==> src/rtl/program_counter_mips_ras.sv <==
// MIPS fetch program counter with conditional branch, register jump, stall and a
// circular return-address stack for call/return prediction.
module program_counter_mips_ras #(
    parameter int          ADDR_WIDTH = 32,
    parameter logic [31:0] RESET_ADDR = 32'h0000_0000,
    parameter int          STEP       = 4,
    parameter int          RAS_DEPTH  = 4
) (
    input  logic                        clk,
    input  logic                        reset,
    input  logic [31:0]                 instruction,
    input  logic                        stall,
    input  logic                        is_jump,
    input  logic                        is_jal,
    input  logic                        is_branch,
    input  logic                        branch_taken,
    input  logic                        is_jr,
    input  logic                        is_ret,
    input  logic [ADDR_WIDTH-1:0]       jr_target,
    output logic [ADDR_WIDTH-1:0]       ptr,
    output logic [$clog2(RAS_DEPTH):0]  ras_count,
    output logic                        ras_empty,
    output logic                        ras_full,
    output logic                        ras_overflow
);

    localparam int PW = $clog2(RAS_DEPTH);
    localparam int CW = PW + 1;
    localparam logic [ADDR_WIDTH-1:0] RST_PTR = ADDR_WIDTH'(RESET_ADDR);
    localparam logic [ADDR_WIDTH-1:0] STEP_C  = ADDR_WIDTH'(STEP);
    localparam logic [CW-1:0]         DEPTH_C = CW'(RAS_DEPTH);

    logic [ADDR_WIDTH-1:0] ptr_q, ptr_d;
    logic [ADDR_WIDTH-1:0] seq, jump_tgt, br_tgt;
    logic [ADDR_WIDTH-1:0] ras_q [RAS_DEPTH];
    logic [PW-1:0]         top_q, top_d;
    logic [CW-1:0]         count_q, count_d;
    logic                  ovf_q, ovf_d;
    logic                  push;
    logic                  full;
    logic                  unused_instr;

    assign seq      = ptr_q + STEP_C;
    assign jump_tgt = {seq[ADDR_WIDTH-1:28], instruction[25:0], 2'b00};
    assign br_tgt   = seq + {{(ADDR_WIDTH-18){instruction[15]}}, instruction[15:0], 2'b00};
    assign full     = (count_q == DEPTH_C);
    assign unused_instr = ^instruction[31:26];

    always_comb begin
        ptr_d   = ptr_q;
        top_d   = top_q;
        count_d = count_q;
        ovf_d   = ovf_q;
        push    = 1'b0;
        if (!stall) begin
            if (is_ret) begin
                // An empty stack falls back to the register target without flagging.
                if (count_q != '0) begin
                    ptr_d   = ras_q[top_q];
                    top_d   = top_q - 1'b1;
                    count_d = count_q - 1'b1;
                end else begin
                    ptr_d = jr_target;
                end
            end else if (is_jr) begin
                ptr_d = jr_target;
            end else if (is_jal) begin
                ptr_d = jump_tgt;
                push  = 1'b1;
                top_d = top_q + 1'b1;
                if (full) begin
                    ovf_d = 1'b1;
                end else begin
                    count_d = count_q + 1'b1;
                end
            end else if (is_jump) begin
                ptr_d = jump_tgt;
            end else if (is_branch && branch_taken) begin
                ptr_d = br_tgt;
            end else begin
                ptr_d = seq;
            end
        end
    end

    always_ff @(posedge clk) begin
        if (reset) begin
            ptr_q   <= RST_PTR;
            top_q   <= '0;
            count_q <= '0;
            ovf_q   <= 1'b0;
        end else begin
            ptr_q   <= ptr_d;
            top_q   <= top_d;
            count_q <= count_d;
            ovf_q   <= ovf_d;
        end
    end

    // Stack storage carries no reset; when full the new top lands on the oldest slot.
    always_ff @(posedge clk) begin
        if (push && !reset) begin
            ras_q[top_d] <= seq;
        end
    end

    assign ptr          = ptr_q;
    assign ras_count    = count_q;
    assign ras_empty    = (count_q == '0);
    assign ras_full     = full;
    assign ras_overflow = ovf_q;

endmodule

==> config.mk <==
export PLATFORM = sky130hd
export DESIGN_NAME = program_counter_mips_ras
export DESIGN_NICKNAME = d
export VERILOG_FILES = /design/src/rtl/program_counter_mips_ras.sv
export SDC_FILE = /design/constraint.sdc
export NUM_CORES = 1
export LEC_CHECK = 0
export BUFFER_PORTS_ARGS = -buffer_cell sky130_fd_sc_hd__clkbuf_2
export CAP_MARGIN = 15
export CORE_ASPECT_RATIO = 1.25
export CORE_MARGIN = 1
export CORE_UTILIZATION = 55
export CTS_BUF_LIST = sky130_fd_sc_hd__clkbuf_8 sky130_fd_sc_hd__clkbuf_16
export CTS_CLUSTER_DIAMETER = 150
export CTS_CLUSTER_SIZE = 24
export DETAILED_ROUTE_END_ITERATION = 10
export PLACE_DENSITY_LB_ADDON = 0.15
export SYNTH_ARGS = -nofsm -noshare
export SYNTH_HDL_FRONTEND = slang
export SYNTH_SLANG_ARGS = --single-unit
==> constraint.sdc <==
create_clock -name clk -period 6 [get_ports clk]
set_clock_uncertainty 0.05 [all_clocks]
set_input_delay 0 -clock clk [delete_from_list [all_inputs] [get_ports clk]]
set_output_delay 0 -clock clk [all_outputs]
set_load 0.05 [all_outputs]
==> impl_results.md <==
- Core footprint: approximately 0.016 mm^2
- Area of the multi-input gates: 0.00436 mm^2
- Leakage power: 4.13 nW
- Postcts setup bufs: 0
- Synth cell types: between 60 and 70
- First-pass GRT wire length: a little over 40000 um
- CTS clk-pin slew, worst paths: ~0.070 ns
- Most frequent CP cell: nor3_1
- Crit-path max FO: 8
- CP max stage cell: nor3_2
- Arrival @ worst endpoint: roughly 4.7 ns
- Maxcap violations: 0
- Register area: between 0.004 and 0.005 mm^2
- Die height: about 150 um
- HP Class: in2reg
- Status: finished, final reports clean
- Die Wd: around 120 um
- Fin crit period: 4.52 ns
- # rows: 52
- Bufs on Longest Clock Path: 2
- Post-Syn Instances: between 800 and 900
- Placed wire-length estimate: around 18000 um
- CTS Buf Count: 17
- Mapped Nets: around 920
- Worst slew pin tran: approximately 1.1 ns
- DR pass1 iterations: 5
- Power, Total: between 3 and 4 mW
- Global route overflow: 0
- Pwr/cell area: between 200 and 300 mW/mm^2
- Vias: 7364
- Vias in the first global route: 7618
- Ant diodes: 0
- I/O Buffers: ~100
- Final Setup Violations: 0
- Register area share after synthesis: 49.4%
- Vias per cell: 6.32
- Setup CP Type: reg2reg
- Top delay family on crit path: simple AND/OR/NAND/NOR gates
- Share of layout cells above drive strength 1: between 20 and 25%
- Critical path launch point type: register
- Final Hold Viols: 0
- RSZ-0062 raised after global routing: false
- Final Cycle Share: between 70 and 80%
- DRT Wirelength: roughly 26000 um
- EDFF count, synth: about 130
- Worst path cell trace: nand4_1 -> nor3_2 -> nand3_1 -> nor3_1 -> xor2_1 -> ha_1 -> a21o_1 -> a21oi_1 -> inv_1 -> nor3_1 -> o21ai_2 -> a311o_1 -> o22ai_1 -> a211o_1 -> a221oi_2
- CTS tree: done
- Asr flop ratio synth: 0%
- Worst VDD drop: roughly 0.00016 V
- Post-Syn Area per Cell: 11.6 um^2
- Slew Viols, Final: 0
- Largest net degree at the start of global routing: a little under 70
- Remaining DRCs: 0
- IO Pins: 111
- CP bufs+invs: 1
- Yosys warning total: 0
- Slew margin rel.: around a quarter
- Initial Util: a little under three fifths
- Primary FF master, synth: edfxtp_1
- GP Congestion: about 0.87
- Max Freq: approximately 220 MHz
- Root buffer cell: clkbuf_16
- # H-tree levels: 4
- Initial antenna violation count: 0
- Final ANT Viol Nets: 0
- Die area: around 0.017 mm^2
- Placed cells: ~1100
- Skew-Pair Late Insertion Delay: about 0.43 ns
- Post-Layout Cell Count: about 1200
- Total track usage: 31.0%
- CP peak stage delay: roughly 0.6 ns
- Wire per inst: approximately 22 um
- Syn-to-layout area delta: 17.7%
- Reg2reg setup slack: ~1.5 ns
- Worst endpoint required time: ~6.2 ns
- Fill cells: between 1000 and 1500
- Synthesized area: between 0.009 and 0.01 mm^2
- Fin Setup TNS: 0 ns
- Nets: 1047
- Critical path capture point type: register
- Register bit count reported by yosys: about 170
- First-iteration detailed-routing DRC count: between 400 and 500
- Sink Count: about 170
[metrics by stage]
step / util, % / cell area [um^2] / hold WS [ns] / setup slack (ns)
final: 66.9 / 11000 / 0.0105 / 1.48
after global placement: 61.0 / 10000 / 0.228 / 1.68
after detailed placement: 61.0 / 10000 / 0.235 / 1.60
after global routing: 66.9 / 11000 / 0.0295 / 1.23
after CTS: 66.9 / 11000 / 0.00145 / 1.56
after floorplan: - / 9310 / 0.118 / 0.827
[worst reg2reg max path, stage by stage, from the launching register on]
cell and delay [ns]:
dfxtp_1 0.48, nand4_1 0.20, nor3_2 0.60, nand3_1 0.34, nor3_1 0.26, xor2_1 0.53, ha_1 0.38, a21o_1 0.19
a21oi_1 0.17, inv_1 0.06, nor3_1 0.21, o21ai_2 0.13, a311o_1 0.37, o22ai_1 0.17, a211o_1 0.16, a221oi_2 0.05
[Yosys cell counts, drive strengths merged, types with 24 or more instances]
library cell | count | share of area [%]
o211ai | 24 | 1.9
edfxtp | 128 | 41
dfxtp | 38 | 8.2
ha | 36 | 4.8
nor2 | 56 | 2.3
a21oi | 46 | 2.6
mux4 | 32 | 7.7
nand3 | 28 | 1.5
inv | 39 | 1.6
o21ai | 24 | 1.5
xnor2 | 36 | 3.4
clkbuf | 34 | 1.8
nand2 | 63 | 2.5
a221oi | 39 | 3.9
[worst paths after layout]
| check | endpoint | from | cells past startpoint |
|---|---|---|---|
| max | ptr[30] | ptr[4] | 15 |
| min | ras_overflow | is_jal | 5 |
| min reg2reg | ras_overflow | ras_overflow | 2 |
| max reg2reg | ptr[30] | ptr[4] | 15 |
[layout by cell type, fill, tap and decap left out, types with 9 or more instances in the layout]
cell | netlist | layout
dlygate4sd3_1 | 0 | 38
xnor2_1 | 36 | 36
buf_4 | 3 | 14
dfxtp_1 | 38 | 37
edfxtp_1 | 128 | 128
and3_1 | 10 | 10
nand3_1 | 28 | 28
o211ai_1 | 24 | 24
a221oi_1 | 36 | 36
a21o_1 | 19 | 19
nand2_1 | 63 | 63
a31oi_1 | 9 | 9
ha_1 | 36 | 36
nand4_1 | 12 | 12
nor3_1 | 13 | 13
clkbuf_16 | 0 | 17
xor2_1 | 15 | 15
a21oi_1 | 44 | 44
clkbuf_2 | 0 | 104
mux4_2 | 32 | 32
nor2_1 | 54 | 49
inv_1 | 39 | 41
o21ai_0 | 18 | 18
[repair_timing]
| action | 4_1_cts | 5_1_grt |
|---|---|---|
| hold buffers | 38 | 0 |
| resized for setup | 0 | 0 |
| endpoints found under the hold margin | 25 | 0 |
[per-layer routing]
metal	vias to the layer above	track usage (%)	part of all wire [%]
li1	3373	-	-
met1	3610	36.3	39
met2	316	55.0	51
met3	65	5.32	6.1
met4	0	15.5	3.8
met5	-	0	0
[where the power goes]
group | switching [mW] | internal, mW
clock network | 0.484 | 0.594
registers | 0.0378 | 1.27
logic | 0.415 | 0.244
[state kept, by name, summed over array words and instances, names as in the netlist]
name and cells:
ptr 32, ras_count 3, ras_overflow 1, ras_q 128
top_q 2
[final cells by class]
class	instances	area share (%)
Sequential cell	166	42.0
Multi-Input combinational cell	556	39.7
Timing Repair Buffer	156	9.17
Clock buffer	18	4.01
Tap cell	216	2.46
Inverter	39	1.34
Clock inverter	14	1.28
[cells by family after synthesis]
family                   Yosys count  share of synthesized area (%)
XOR/XNOR                          51                           4.80
flip-flops                       166                           49.4
multiplexers                      35                           8.06
AND/OR/NAND/NOR                  217                           11.4
adder cells (fa/ha/maj)           38                           5.27
AO/OA/AOI/OAI                    215                           17.0
buffers and inverters             83                           4.12
Power figures use the tool's default switching activity.
